### config.mk
export PLATFORM = sky130hd
export DESIGN_NAME = uart_tx_fsm
export DESIGN_NICKNAME = d
export VERILOG_FILES = /design/src/rtl/uart_tx_pkg.sv /design/src/rtl/uart_tx_fsm_parity_calc.sv /design/src/rtl/uart_tx_fsm.sv
export SDC_FILE = /design/constraint.sdc
export NUM_CORES = 1
export LEC_CHECK = 0
export BUFFER_PORTS_ARGS = -buffer_cell sky130_fd_sc_hd__buf_2
export CAP_MARGIN = 20
export CORE_MARGIN = 5
export CORE_UTILIZATION = 55
export CTS_CLUSTER_DIAMETER = 150
export DETAILED_ROUTE_END_ITERATION = 8
export PLACE_DENSITY_LB_ADDON = 0.12
export SKIP_LAST_GASP = 1
export SLEW_MARGIN = 20
export SYNTH_ARGS = -nofsm -noshare
export SYNTH_HDL_FRONTEND = slang
export SYNTH_SLANG_ARGS = --single-unit
export TNS_END_PERCENT = 20
### constraint.sdc
create_clock -name CLK -period 4.25 [get_ports CLK]
set_input_delay 0 -clock CLK [delete_from_list [all_inputs] [get_ports CLK]]
set_output_delay 0 -clock CLK [all_outputs]
set_load 0.01 [all_outputs]
### src/rtl/uart_tx_pkg.sv
// uart_tx_pkg
//   Shared definitions for the UART transmit frame controller:
//   FSM state encoding, line levels for the start/stop framing bits,
//   and the parity type codes carried on PAR_TYP.
//   No ports (package).
package uart_tx_pkg;

  typedef enum logic [2:0] {
    IDLE   = 3'd0,
    START  = 3'd1,
    DATA   = 3'd2,
    PARITY = 3'd3,
    STOP   = 3'd4
  } state_t;

  localparam logic START_BIT = 1'b0;
  localparam logic STOP_BIT  = 1'b1;

  localparam logic PAR_EVEN = 1'b0;
  localparam logic PAR_ODD  = 1'b1;

endpackage

### src/rtl/uart_tx_fsm_parity_calc.sv
// parity_calc
//   Combinational parity generator for one UART word.
//   Ports:
//     data     in  DATA_WIDTH  word to protect
//     par_typ  in  1           PAR_EVEN / PAR_ODD
//     par_bit  out 1           bit that makes the total count of ones
//                              even (PAR_EVEN) or odd (PAR_ODD)
module parity_calc
  import uart_tx_pkg::*;
#(
  parameter int DATA_WIDTH = 8
) (
  input  logic [DATA_WIDTH-1:0] data,
  input  logic                  par_typ,
  output logic                  par_bit
);

  assign par_bit = (^data) ^ (par_typ == PAR_ODD);

endmodule

### src/rtl/uart_tx_fsm.sv
// uart_tx_fsm
//   UART transmit frame controller. Drives the load/enable of an external
//   LSB-first serializer and muxes start, serial data, parity and stop bits
//   onto TX_OUT. CLK is the bit clock: one frame bit per cycle.
//   Build option: define UART_TX_TWO_STOP_EN for two stop bits (default one).
//   Ports:
//     CLK         in   1           bit clock
//     RST         in   1           synchronous active-high reset
//     P_DATA      in   DATA_WIDTH  word to send, latched on accept
//     Data_Valid  in   1           send request
//     PAR_EN      in   1           append parity bit (latched on accept)
//     PAR_TYP     in   1           0 even / 1 odd (latched on accept)
//     ser_out     in   1           current serializer bit
//     ser_done    in   1           serializer last-bit indication
//     ser_load    out  1           comb: load P_DATA into serializer
//     ser_en      out  1           comb: serializer advances on this edge
//     TX_OUT      out  1           registered serial line, idle high
//     Busy        out  1           registered, frame on the line
//     sync_err    out  1           registered pulse: ser_done disagreed
//                                  with the internal bit count
//
// state  | meaning
// IDLE   | line idle high, waiting for Data_Valid
// START  | start bit on the line, bit0 clocked out of the serializer
// DATA   | data bit cnt on the line
// PARITY | parity bit on the line
// STOP   | stop bit(s) on the line, back-to-back accept in the last one
module uart_tx_fsm
  import uart_tx_pkg::*;
#(
  parameter int DATA_WIDTH = 8
) (
  input  logic                  CLK,
  input  logic                  RST,
  input  logic [DATA_WIDTH-1:0] P_DATA,
  input  logic                  Data_Valid,
  input  logic                  PAR_EN,
  input  logic                  PAR_TYP,
  input  logic                  ser_out,
  input  logic                  ser_done,
  output logic                  ser_load,
  output logic                  ser_en,
  output logic                  TX_OUT,
  output logic                  Busy,
  output logic                  sync_err
);

`ifdef UART_TX_TWO_STOP_EN
  localparam int STOP_BITS = 2;
`else
  localparam int STOP_BITS = 1;
`endif

  localparam int CW = $clog2(DATA_WIDTH);
  localparam logic [CW-1:0] CNT_LAST = CW'(DATA_WIDTH - 1);
  localparam logic [CW-1:0] CNT_DONE = CW'(DATA_WIDTH - 2);

  state_t                state;
  logic [CW-1:0]         cnt;
  logic                  stop_idx;
  logic [DATA_WIDTH-1:0] data_q;
  logic                  par_en_q;
  logic                  par_typ_q;
  logic                  par_bit;
  logic                  stop_last;
  logic                  exp_done;

  parity_calc #(.DATA_WIDTH(DATA_WIDTH)) u_parity (
    .data    (data_q),
    .par_typ (par_typ_q),
    .par_bit (par_bit)
  );

  assign stop_last = (stop_idx == 1'(STOP_BITS - 1));

  // The serializer has been enabled DATA_WIDTH times (START plus cnt+1 DATA
  // cycles) exactly when cnt reaches DATA_WIDTH-2.
  assign exp_done = (state == DATA) && (cnt == CNT_DONE);

  // ser_load doubles as the frame-accept strobe inside the FSM.
  always_comb begin
    ser_load = 1'b0;
    ser_en   = 1'b0;
    if (!RST) begin
      case (state)
        IDLE:    ser_load = Data_Valid;
        START:   ser_en   = 1'b1;
        DATA:    ser_en   = (cnt != CNT_LAST);
        STOP:    ser_load = Data_Valid && stop_last;
        default: ;
      endcase
    end
  end

  always_ff @(posedge CLK) begin
    if (RST) begin
      state     <= IDLE;
      cnt       <= '0;
      stop_idx  <= 1'b0;
      data_q    <= '0;
      par_en_q  <= 1'b0;
      par_typ_q <= 1'b0;
      TX_OUT    <= STOP_BIT;
      Busy      <= 1'b0;
      sync_err  <= 1'b0;
    end else begin
      sync_err <= (ser_done != exp_done);
      if (ser_load) begin
        data_q    <= P_DATA;
        par_en_q  <= PAR_EN;
        par_typ_q <= PAR_TYP;
        state     <= START;
        TX_OUT    <= START_BIT;
        Busy      <= 1'b1;
      end else begin
        case (state)
          IDLE: begin
            TX_OUT <= STOP_BIT;
            Busy   <= 1'b0;
          end
          START: begin
            state  <= DATA;
            cnt    <= '0;
            TX_OUT <= ser_out;
          end
          DATA: begin
            if (cnt == CNT_LAST) begin
              cnt      <= '0;
              stop_idx <= 1'b0;
              if (par_en_q) begin
                state  <= PARITY;
                TX_OUT <= par_bit;
              end else begin
                state  <= STOP;
                TX_OUT <= STOP_BIT;
              end
            end else begin
              cnt    <= cnt + 1'b1;
              TX_OUT <= ser_out;
            end
          end
          PARITY: begin
            state    <= STOP;
            stop_idx <= 1'b0;
            TX_OUT   <= STOP_BIT;
          end
          STOP: begin
            if (stop_last) begin
              state  <= IDLE;
              TX_OUT <= STOP_BIT;
              Busy   <= 1'b0;
            end else begin
              stop_idx <= stop_idx + 1'b1;
              TX_OUT   <= STOP_BIT;
            end
          end
          default: begin
            state  <= IDLE;
            TX_OUT <= STOP_BIT;
            Busy   <= 1'b0;
          end
        endcase
      end
    end
  end

endmodule

Word-level counts from Yosys, hierarchy flattened. Cells that the tools add are included.

Bits in read-only memories: 0. Bits in latches: 0. Bits of input ports: 15. Output and inout bits: 5. Logic and storage cells: 64. Memory bits (writable): 0. Flip-flop bits (word level): 20. Memories kept: 0.

Reduce and logical (&&, ||, !) cells: 13. Multiply operators: 0. Bitwise gates (word level): 4. Magnitude comparators: 0. Multiplexer cells: 21. Equality and inequality tests: 14. Shifts and indexed selects: 0. Add/subtract/negate cells: 2. Divide/modulo/power cells: 0.

Operators by type and width (number): case mux 3 bit (5 select lines) (1); two-way mux 3 bit (4); two-way mux 1 bit (10); == test 3 bit (second input constant) (3); AND reduction 3 bit (3); case mux 1 bit (2 select lines) (4); XOR reduction 8 bit (1); == test 3 x 2 -> 1 bit (second input constant) (2); inequality test 3 bit (second input constant) (2); case mux 3 bit (2 select lines) (1); inequality test 2 x 1 -> 1 bit (second input constant) (2); inequality test 2 bit (second input constant) (2); AND reduction 2 bit (2); adder 3 x 1 -> 3 bit (second input constant) (1); == test 3 x 1 -> 1 bit (second input constant) (1); logical NOT 3 bit (1); inequality test 3 x 2 -> 1 bit (second input constant) (1); inverter 1 bit (3); case mux 1 bit (3 select lines) (1); nonzero test 3 bit (1); OR reduction 3 bit (1); logical AND 1 bit (2); nonzero test 2 bit (1); OR reduction 2 bit (1); other kinds (3) (3).

Logic depth before layout (Yosys ltp). Gate-level depths: netlist of run 1.

Word-level depth: 6. Mapped depth: 6. Mapped depth without buffers: 6.

Hierarchy. Synthesis of run 1 repeated with hierarchy kept, for this count alone.

Cells, all modules: 89. Area total of the unflattened synthesis: 918.4 um^2.

By module, submodules not included: uart_tx_fsm (area each 835.8 um^2, instances 1, cells an instance 82, seq. area each 380.4 um^2); parity_calc (area each 82.6 um^2, instances 1, cells an instance 7, seq. area each 0.0 um^2).

Least setup slack after synthesis of run 1. No wires, ideal clock.

Path type: register -> register. Start point: register cnt[0]. End point: register state[1]. Setup time: 115 ps. Stages on the path, launching flop included: 6. Period minus slack after synthesis: 1395 ps. Path buffers: 0. Arrival: 1281 ps. Required time: 4135 ps. Slack: 2855 ps. Path through: dfxtp_1 -> ha_1 -> ha_1 -> a21oi_1 -> nand2_1 -> a2111oi_0.

Cells in the longest elaborated chain, start to end: 3.

Ends and longest elaborated chain: from (decl) (line uart_tx_fsm.sv:59) `logic [CW-1:0] cnt;`; from (signal assigned) (line uart_tx_fsm.sv:138) `cnt <= cnt + 1'b1;`; == test 3 bit (line uart_tx_fsm.sv:127) `if (cnt == CNT_LAST) begin`; inequality test 2 x 1 -> 1 bit (no source line); AND reduction 3 bit (no source line); to (signal assigned) (line uart_tx_fsm.sv:122) `state <= DATA;`; to (signal assigned) (line uart_tx_fsm.sv:131) `state <= PARITY;`; to (signal assigned) (line uart_tx_fsm.sv:134) `state <= STOP;`; to (decl) (line uart_tx_fsm.sv:58) `state_t state;`.

Every way passes these cells. A chain may end at the register's enable or synchronous reset.

Final worst setup path of run 1.
Start point: register state[0]. End point: register sync_err.

Cells in the longest elaborated chain, start to end: 3.

Ends and longest elaborated chain: from (signal assigned) (line uart_tx_fsm.sv:97) `state <= IDLE;`; from (signal assigned) (line uart_tx_fsm.sv:112) `state <= START;`; from (signal assigned) (line uart_tx_fsm.sv:122); == test 3 x 2 -> 1 bit (line uart_tx_fsm.sv:78) `assign exp_done = (state == DATA) && (cnt == CNT_DONE);`; logical AND 1 bit (line uart_tx_fsm.sv:78); inequality test 1 bit (line uart_tx_fsm.sv:107) `sync_err <= (ser_done != exp_done);`; to (signal assigned) (line uart_tx_fsm.sv:107); to (decl) (line uart_tx_fsm.sv:45) `output logic sync_err`.

Every way passes these cells.

==> results of run 1 <==
through the flow:
stage                     hold WS (ns)  area (um2)
after global routing             0.169        1110
after floorplan                  0.133         865
after global placement           0.217         947
after detailed placement         0.224         947
final                            0.161        1110
after CTS                        0.155        1110
power by group:
| group | internal (W) | switching (W) |
|---|---|---|
| registers | 0.000188 | 0.00000927 |
| logic | 0.0000418 | 0.0000287 |
| clock network | 0.0000350 | 0.0000568 |
timing repair:
action,CTS,global route
endpoints found under the hold margin,17,0
endpoints found under the setup margin,0,0
resized for setup,0,0
hold buffers,14,0
final timing paths:
check	start	to	slack (ns)	cells after the start
worst max-delay path	state[0]$_SDFFE_PP0P_	sync_err$_SDFF_PP0_	2.46	5
worst min-delay path	Data_Valid	Busy$_SDFFE_PP0P_	0.16	4
worst max register to register	state[0]$_SDFFE_PP0P_	sync_err$_SDFF_PP0_	2.46	5
worst min register to register	Busy$_SDFFE_PP0P_	Busy$_SDFFE_PP0P_	0.51	2
final cells by class:
class | instances | area (um2) | area share, %
multi-input combinational | 56 | 437 | 39.2
sequential | 19 | 380 | 34.1
timing repair buffer | 33 | 235 | 21.1
clock buffer | 3 | 22.5 | 2.02
tap | 16 | 20.0 | 1.80
inverter | 4 | 15.0 | 1.35
clock inverter | 1 | 5.00 | 0.449
logic make-up after synthesis:
group,Yosys count
DFF,19
and+or+nand+nor,21
adders and majority gates,3
AOI/OAI and AO/OA,24
xor gates and xnor gates,8
buffers and inverters,9
synth_stat cells, types with 2 or more instances:
cell      instances
ha_1              3
xor2_1            2
a22o_1           10
a22oi_1           3
a21oi_1           2
nor2_1            9
nand2_1           3
buf_2             2
o21bai_1          2
dfxtp_1          19
xnor2_1           5
inv_1             4
metal layers:
metal | track usage (%) | vias up
li1 | - | 362
met1 | 19.4 | 307
met4 | 6.55 | 0
met2 | 21.4 | 30
met5 | 0 | -
met3 | 3.31 | 2
worst reg2reg max path, stage by stage, from the launching register on:
cell           delay, ns
dfxtp_1             0.44
nand2b_2            0.27
nor3_1              0.24
xnor2_1             0.15
nor2_1              0.05
dlygate4sd3_1       0.54
flip-flops by register name (all words and copies together), names as in the netlist:
name and flops:
data_q 8, cnt 3, state 3, Busy 1
TX_OUT 1, par_en_q 1, par_typ_q 1, sync_err 1
==> impl_metrics.py, run 1 <==
metrics = {
    "clock_network": {
        "htreeDepth": 1,
        "cts_buffer_depth": 2,
        "numCtsBuffers": 3,
        "cts_root_buf": "clkbuf_4",
        "postCtsSetupBuffers": 0,
        "insertion_delay_ns": 0.30,
        "clock_sinks": 19,
        "clkTransAtPathRegs_ns": 0.11,
        "tritoncts": "yes",
    },
    "synthesis": {
        "syn-cell-area_um2": 865,
        "synth_area_per_cell_um2": 10.3,
        "synthTopCellsByArea": "dfxtp_1 44%, a22o_1 10%, xnor2_1 5.1%, ha_1 4.3%, nor2_1 3.9%",
        "synth-edff-count": 0,
        "seq_area_frac_synth_pct": 44.0,
        "ys_async_sr_fraction_pct": 0,
        "synth_simple_gate_area_share_pct": 13.6,
        "synth_nets": 102,
        "synth-compound-area-share_pct": 22.7,
        "synth_top_family_by_area": "compound AO/OA/AOI/OAI gates",
        "synthXorXnorAreaFrac_pct": 9.84,
        "muxShareOfSynthArea_pct": 0,
        "yosys_register_bits": 19,
        "yosysWarnings": 0,
        "ys_types": 32,
        "syn_inst": 84,
        "synth_top_area_cell": "dfxtp_1",
        "synthFlopType": "dfxtp_1",
        "synth_adder_area_share_pct": 4.34,
        "synth_top_area_share_pct": 44.0,
    },
    "critical_path": {
        "crit_buf_inv": 1,
        "cp_max_fo": 11,
        "worstSetupPathType": "reg -> reg",
        "required_ns": 4.45,
        "cp-start-kind": "flip-flop",
        "max_stage_delay_ns": 0.54,
        "cp_data_arrival_time_ns": 1.99,
        "cp-end-kind": "flip-flop",
        "path_delay_family": "simple AND/OR/NAND/NOR gates",
        "crit_slowest_cell": "dlygate4sd3_1",
        "path_cells": "nand2b_2 -> nor3_1 -> xnor2_1 -> nor2_1 -> dlygate4sd3_1",
    },
    "floorplan": {
        "die_w_um": 49.6,
        "initial_core_util_pct": 57.4,
        "rows": 14,
        "io_pins": 20,
        "die_h_um": 49.6,
        "core_mm2": 0.00151,
        "die-area_mm2": 0.00246,
    },
    "layout": {
        "num-fill-cells": 98,
        "drive_above_1_share_pct": 24.1,
        "final_cell_mix": "19 x dfxtp_1, 19 x buf_2, 14 x dlygate4sd3_1, 10 x a22o_1, 9 x nor2_1",
        "final_cells": 132,
        "fin_util_pct": 74.0,
        "layout.nets": 135,
        "area_delta_synth_final_pct": 28.9,
        "antennaDiodeCount": 0,
    },
    "power_and_ir_drop": {
        "power_w": 0.000360,
        "peakVddDrop_mv": 0.207,
        "p_leak_nw": 0.495,
        "power_density_mw_per_mm2": 323,
    },
    "timing": {
        "rsz0062_at_grt": "false",
        "setup_viol": 0,
        "max_slew.worst_pin.slew_ns": 0.668,
        "fin_crit_sh_pct": 42.1,
        "clock_skew_ns": 0.00370,
        "hold_viol": 0,
        "finalCriticalPeriod_ns": 1.79,
        "timing.fmax_mhz": 558,
        "tns_ns": 0,
        "worst_slack_ns": 2.46,
        "slew_viol_final": 0,
        "slew_headroom_pct": 55.3,
    },
    "placement": {
        "place_ws_ns": 2.62,
        "place_inst": 114,
        "portBuffers": 19,
        "hpwl_um": 1210,
        "place.gp.congestion": 0.780,
    },
    "grt": {
        "grt_pass1_wl_um": 2770,
        "grt_use_total_pct": 14.4,
        "grt_start_max_net_pins": 14,
        "grt_pass1_vias": 618,
        "antenna_found_initial": 0,
        "grt.overflow.total": 0,
    },
    "routing": {
        "avgViaCountPerCell": 5.31,
        "drtAntennaViolNets": 0,
        "wl_met1_um": 804,
        "wire_per_inst_um": 13.3,
        "drc": 0,
        "wl_met3_um": 124,
        "drt-total-wl_um": 1750,
        "dr_total_vias": 701,
        "drt_iter0_markers": 18,
        "drt-pass1-iter-count": 4,
        "met2_length_um": 799,
        "top_layer": "met4",
    },
    "run_status": {
        "outcome": "completed",
    },
    "run": {
        "max-cap-violations": 0,
    },
    "worst_hold_path": {
        "hold_path_class": "in -> reg",
    },
}
Note: power is estimated with default switching activity, not from simulation.
==> run 2: changes to the inputs <==
Settings changed: CORE_UTILIZATION 55 to 51.
Clock period 4.25 ns to 1.8 ns, I/O delays scaled along.
==> run 2 against run 1 <==
  * Global-route usage grew 0.68 points
  * Critical path depth is the same
  * Critical endpoint unchanged
  * Largest power group unchanged
  * Hold slack lost 0.040 ns
  * Flip-flop and latch count is the same
==> impl_metrics.py, run 2 (same netlist as run 1, synthesis figures left out) <==
metrics = {
    "floorplan": {
        "rows": 14,
        "core_mm2": 0.00156,
        "die-area_mm2": 0.00262,
        "initial_core_util_pct": 55.5,
        "die_h_um": 51.2,
        "die_w_um": 51.2,
        "io_pins": 20,
    },
    "timing": {
        "rsz0062_at_grt": "false",
        "fin_crit_sh_pct": 93.5,
        "finalCriticalPeriod_ns": 1.68,
        "slew_viol_final": 0,
        "slew_headroom_pct": 57.7,
        "max_slew.worst_pin.slew_ns": 0.633,
        "hold_viol": 0,
        "timing.fmax_mhz": 594,
        "tns_ns": 0,
        "clock_skew_ns": 0.00299,
        "setup_viol": 0,
    },
    "critical_path": {
        "required_ns": 1.99,
        "r2r-end": "sync_err$_SDFF_PP0_",
        "cp-start-kind": "flip-flop",
        "critPathLaunch": "state[0]$_SDFFE_PP0P_",
        "reg2reg_depth": 5,
        "worstSetupPathType": "reg -> reg",
        "cp_data_arrival_time_ns": 1.87,
        "r2r-start": "state[0]$_SDFFE_PP0P_",
        "cp-end-kind": "flip-flop",
        "cp_max_fo": 4,
        "ff2ff_setup_slack_ns": 0.12,
    },
    "power_and_ir_drop": {
        "power_density_mw_per_mm2": 751,
        "p_leak_nw": 0.501,
        "pwr-share-clk_pct": 25.0,
        "p_sw_w": 0.000216,
        "peakVddDrop_mv": 0.417,
        "p_comb_share_pct": 19.8,
        "intPower_w": 0.000628,
        "p_sw_share_pct": 25.6,
        "seqPwrFrac_pct": 55.2,
    },
    "grt": {
        "grt_use_met1_pct": 19.3,
        "met3_usage_pct": 2.91,
        "grt_pass1_vias": 709,
        "grt_pass1_wl_um": 3030,
        "grt.overflow.total": 0,
        "antenna_found_initial": 0,
        "grt_start_max_net_pins": 14,
        "grt-busiest-layer": "met2",
        "grt_use_total_pct": 15.0,
        "use_met2_pct": 24.0,
    },
    "routing": {
        "dr_total_vias": 718,
        "drtAntennaViolNets": 0,
        "drc": 0,
        "drt-total-wl_um": 1760,
        "drt_iter0_markers": 15,
        "drt-pass1-iter-count": 4,
        "avgViaCountPerCell": 5.40,
        "wire_per_inst_um": 13.2,
    },
    "layout": {
        "regArea_um2": 382,
        "num-fill-cells": 123,
        "multiInputGateArea_um2": 437,
        "fin_util_pct": 72.1,
        "drive_above_1_share_pct": 25.6,
        "area_delta_synth_final_pct": 30.0,
        "layout.cells.most_common": "buf_2",
        "top_register": "data_q",
        "final_cell_mix": "19 x buf_2, 18 x dfxtp_1, 14 x dlygate4sd3_1, 10 x a22o_1, 9 x nor2_1",
        "layout.nets": 136,
        "antennaDiodeCount": 0,
        "largest_register_ffs": 8,
        "reg_top3": "data_q x8, cnt x3, state x3",
    },
    "worst_hold_path": {
        "hold_path_class": "in -> reg",
        "hold_depth": 3,
        "hp-start": "Data_Valid",
        "hold_path_end": "state[1]$_SDFFE_PP0P_",
    },
    "clock_network": {
        "numCtsBuffers": 3,
        "clkTransAtPathRegs_ns": 0.11,
        "cts_root_buf": "clkbuf_4",
        "insertion_delay_ns": 0.29,
        "postCtsSetupBuffers": 0,
        "tritoncts": "yes",
        "clock_sinks": 19,
        "cts_buffer_depth": 2,
        "htreeDepth": 1,
    },
    "run": {
        "max-cap-violations": 0,
    },
    "placement": {
        "hpwl_um": 1210,
        "place.gp.congestion": 0.797,
        "portBuffers": 19,
    },
    "run_status": {
        "outcome": "completed",
    },
}
-- run 2: cell types whose count changed in the layout (fill, tap and decap cells not counted), sizes merged --
cell  previous run  this run
buf             19        20
-- run 2: stage by stage --
step	hold slack (ns)	setup WS, ns	cells	cell area, um2	total power [W]
finish	0.121	0.117	133	1120	0.000843
global route	0.138	0.00694	133	1120	0.000892
CTS	0.119	0.0503	133	1120	0.000854
detailed placement	0.218	0.270	115	955	0.000619
global placement	0.216	0.345	115	955	0.000616
floorplan	0.133	0.405	84	865	0.000583
-- run 2: critical path, stage by stage, from the launching register on --
cell and delay, ns:
dfxtp_1 0.39, nand2b_2 0.23, nor3_1 0.23, xnor2_1 0.14, nor2_1 0.05, dlygate4sd3_1 0.55
-- run 2: how the worst max path moves through the flow --
stage	to	slack, ns	depth (start not counted)
finish	sync_err$_SDFF_PP0_	0.12	5
global route	ser_en	0.007	5
CTS	sync_err$_SDFF_PP0_	0.05	5
detailed placement	state[1]$_SDFFE_PP0P_	0.27	5
global placement	state[1]$_SDFFE_PP0P_	0.35	5
floorplan	state[1]$_SDFFE_PP0P_	0.40	5
-- run 2: metal layers --
layer / part of all wire, % / routed length (um) / vias to the layer above
met5: 0 / 0 / -
met4: 1.9 / 33 / 0
met3: 4.6 / 80 / 6
met2: 43 / 751 / 20
met1: 51 / 891 / 325
li1: - / - / 367
-- run 2: final cells by class --
type / instances / share of cell area [%]
multi-input combinational: 56 / 38.9
tap: 16 / 1.78
inverter: 4 / 1.34
timing repair buffer: 34 / 21.6
clock buffer: 3 / 2.00
clock inverter: 1 / 0.445
sequential: 19 / 34.0
-- run 2: timing repair --
item	in CTS	in global routing
hold buffers	14	0
hold endpoints to repair	14	0
resized for setup	0	1
setup endpoints to repair	0	1
-- run 2: power groups by stage --
stage	Sequential [W]	Clock (W)	Combinational (W)
6_report	0.000465	0.000211	0.000167
5_1_grt	0.000468	0.000240	0.000184
4_1_cts	0.000465	0.000221	0.000168
3_5_place_dp	0.000474	0	0.000145
3_3_place_gp	0.000473	0	0.000142
2_1_floorplan	0.000470	0	0.000113
==> run 3: changes to the inputs <==
Settings changed: REMOVE_ABC_BUFFERS from default to 1.
==> run 3 against run 2 <==
  * Critical path type unchanged
  * Final area is 0.67% lower
  * Hold slack worse by 0.0018 ns
  * Flip-flop and latch count stayed put
  * Register-to-register slack hardly changed
==> impl_metrics.py, run 3 (same netlist as run 1, synthesis figures left out) <==
metrics = {
    "layout": {
        "num-fill-cells": 119,
        "layout.cells.most_common": "buf_2",
        "area_delta_synth_final_pct": 29.1,
        "drive_above_1_share_pct": 25.0,
        "largest_register_ffs": 8,
        "antennaDiodeCount": 0,
        "multiInputGateArea_um2": 437,
        "top_register": "data_q",
        "reg_top3": "data_q x8, cnt x3, state x3",
        "regArea_um2": 383,
        "fin_util_pct": 71.6,
        "final_area_mm2": 0.00112,
        "layout.nets": 135,
        "final_cell_mix": "19 x buf_2, 17 x dfxtp_1, 14 x dlygate4sd3_1, 10 x a22o_1, 9 x nor2_1",
    },
    "critical_path": {
        "path_cells": "nand2b_2 -> nor3_1 -> xnor2_1 -> nor2_1 -> dlygate4sd3_1",
        "critPathCapture": "sync_err$_SDFF_PP0_",
        "crit_buf_inv": 1,
        "path_delay_family": "buffers and inverters",
        "r2r-end": "sync_err$_SDFF_PP0_",
        "required_ns": 1.99,
        "max_stage_delay_ns": 0.55,
        "cp_max_fo": 11,
        "worstSetupPathType": "reg -> reg",
        "cp-start-kind": "flip-flop",
        "cp_num_cells": 5,
        "reg2reg_depth": 5,
        "cp_data_arrival_time_ns": 1.87,
        "ff2ff_setup_slack_ns": 0.12,
        "cp-end-kind": "flip-flop",
        "r2r-start": "state[0]$_SDFFE_PP0P_",
        "crit_slowest_cell": "dlygate4sd3_1",
        "critPathLaunch": "state[0]$_SDFFE_PP0P_",
    },
    "clock_network": {
        "postCtsSetupBuffers": 0,
        "clock_sinks": 19,
        "numCtsBuffers": 3,
        "cts_root_buf": "clkbuf_4",
        "cts_buffer_depth": 2,
        "htreeDepth": 1,
        "tritoncts": "yes",
        "clkTransAtPathRegs_ns": 0.10,
        "insertion_delay_ns": 0.29,
    },
    "routing": {
        "drt_iter0_markers": 15,
        "drt-pass1-iter-count": 4,
        "drc": 0,
        "avgViaCountPerCell": 5.36,
        "dr_total_vias": 707,
        "wire_per_inst_um": 12.7,
        "drtAntennaViolNets": 0,
        "drt-total-wl_um": 1670,
    },
    "timing": {
        "setup_viol": 0,
        "finalCriticalPeriod_ns": 1.68,
        "slew_viol_final": 0,
        "clock_skew_ns": 0.00568,
        "hold_viol": 0,
        "slew_headroom_pct": 57.5,
        "fin_crit_sh_pct": 93.4,
        "timing.fmax_mhz": 595,
        "tns_ns": 0,
        "rsz0062_at_grt": "false",
        "max_slew.worst_pin.slew_ns": 0.635,
    },
    "floorplan": {
        "die_w_um": 51.2,
        "io_pins": 20,
        "rows": 14,
        "initial_core_util_pct": 55.5,
        "core_mm2": 0.00156,
        "die_h_um": 51.2,
        "die-area_mm2": 0.00262,
    },
    "power_and_ir_drop": {
        "intPower_w": 0.000630,
        "power_w": 0.000834,
        "p_sw_w": 0.000204,
        "p_comb_share_pct": 19.4,
        "seqPwrFrac_pct": 56.0,
        "peakVddDrop_mv": 0.441,
        "power_density_mw_per_mm2": 748,
        "pwr-share-clk_pct": 24.5,
        "p_sw_share_pct": 24.5,
        "p_leak_nw": 0.493,
    },
    "grt": {
        "antenna_found_initial": 0,
        "grt_start_max_net_pins": 14,
        "grt.overflow.total": 0,
        "grt_pass1_vias": 697,
        "grt_pass1_wl_um": 3040,
        "grt_use_total_pct": 16.0,
    },
    "placement": {
        "placed_cell_area_um2": 947,
        "place.gp.congestion": 0.761,
        "hpwl_um": 1110,
        "portBuffers": 19,
    },
    "run": {
        "max-cap-violations": 0,
    },
    "worst_hold_path": {
        "hold_path_class": "in -> reg",
        "hold_depth": 3,
    },
    "run_status": {
        "outcome": "completed",
    },
}
==> run 3: cell types whose count changed in the layout (fill, tap and decap cells not counted), sizes merged <==
cell,delta
buf,-1
clkbuf,+1
clkinv,-1
==> run 3: repair_timing <==
item                                    CTS  global route
endpoints found under the hold margin    15             0
hold buffers                             14             0
gates resized for setup                   0             2
endpoints found under the setup margin    0             1
==> run 3: layer usage <==
layer	GRT usage (%)	up-vias	share of wire, %
met1	19.6	323	46
met4	9.87	0	2.1
met3	3.78	4	6.2
met2	25.1	18	45
li1	-	362	-
met5	0	-	0
==> run 3: cell type report <==
class | count | area share, %
multi-input cells | 56 | 39.1
flip-flops and latches | 19 | 34.3
clock buffers | 4 | 2.35
well taps | 16 | 1.79
inverters | 4 | 1.35
repair buffers | 33 | 21.1
==> run 3: per-stage QoR <==
| stage | setup WS (ns) | instances | hold slack [ns] |
|---|---|---|---|
| floorplan | 0.397 | 79 | 0.0724 |
| global placement | 0.353 | 114 | 0.220 |
| detailed placement | 0.272 | 114 | 0.219 |
| CTS | 0.0326 | 132 | 0.125 |
| global route | 0.0118 | 132 | 0.135 |
| finish | 0.120 | 132 | 0.119 |
==> run 3: worst register-to-register path, stage by stage, from the launching register on <==
cell	delay (ns)
dfxtp_2	0.40
nand2b_2	0.23
nor3_1	0.22
xnor2_1	0.14
nor2_1	0.05
dlygate4sd3_1	0.55
==> run 3: how the worst min path moves through the flow <==
stage / start / to
after detailed placement: P_DATA[0] / data_q[0]$_SDFFE_PP0P_
final: Data_Valid / state[1]$_SDFFE_PP0P_
after global routing: Data_Valid / state[1]$_SDFFE_PP0P_
after floorplan: RST / Busy$_SDFFE_PP0P_
after CTS: Data_Valid / state[1]$_SDFFE_PP0P_
after global placement: P_DATA[6] / data_q[6]$_SDFFE_PP0P_
==> run 3: power by group through the flow <==
stage          clock network [W]  registers [W]  logic [W]
2_1_floorplan                  0       0.000474  0.0000998
3_3_place_gp                   0       0.000476   0.000139
3_5_place_dp                   0       0.000476   0.000140
4_1_cts                 0.000215       0.000467   0.000163
5_1_grt                 0.000243       0.000472   0.000181
6_report                0.000205       0.000468   0.000162
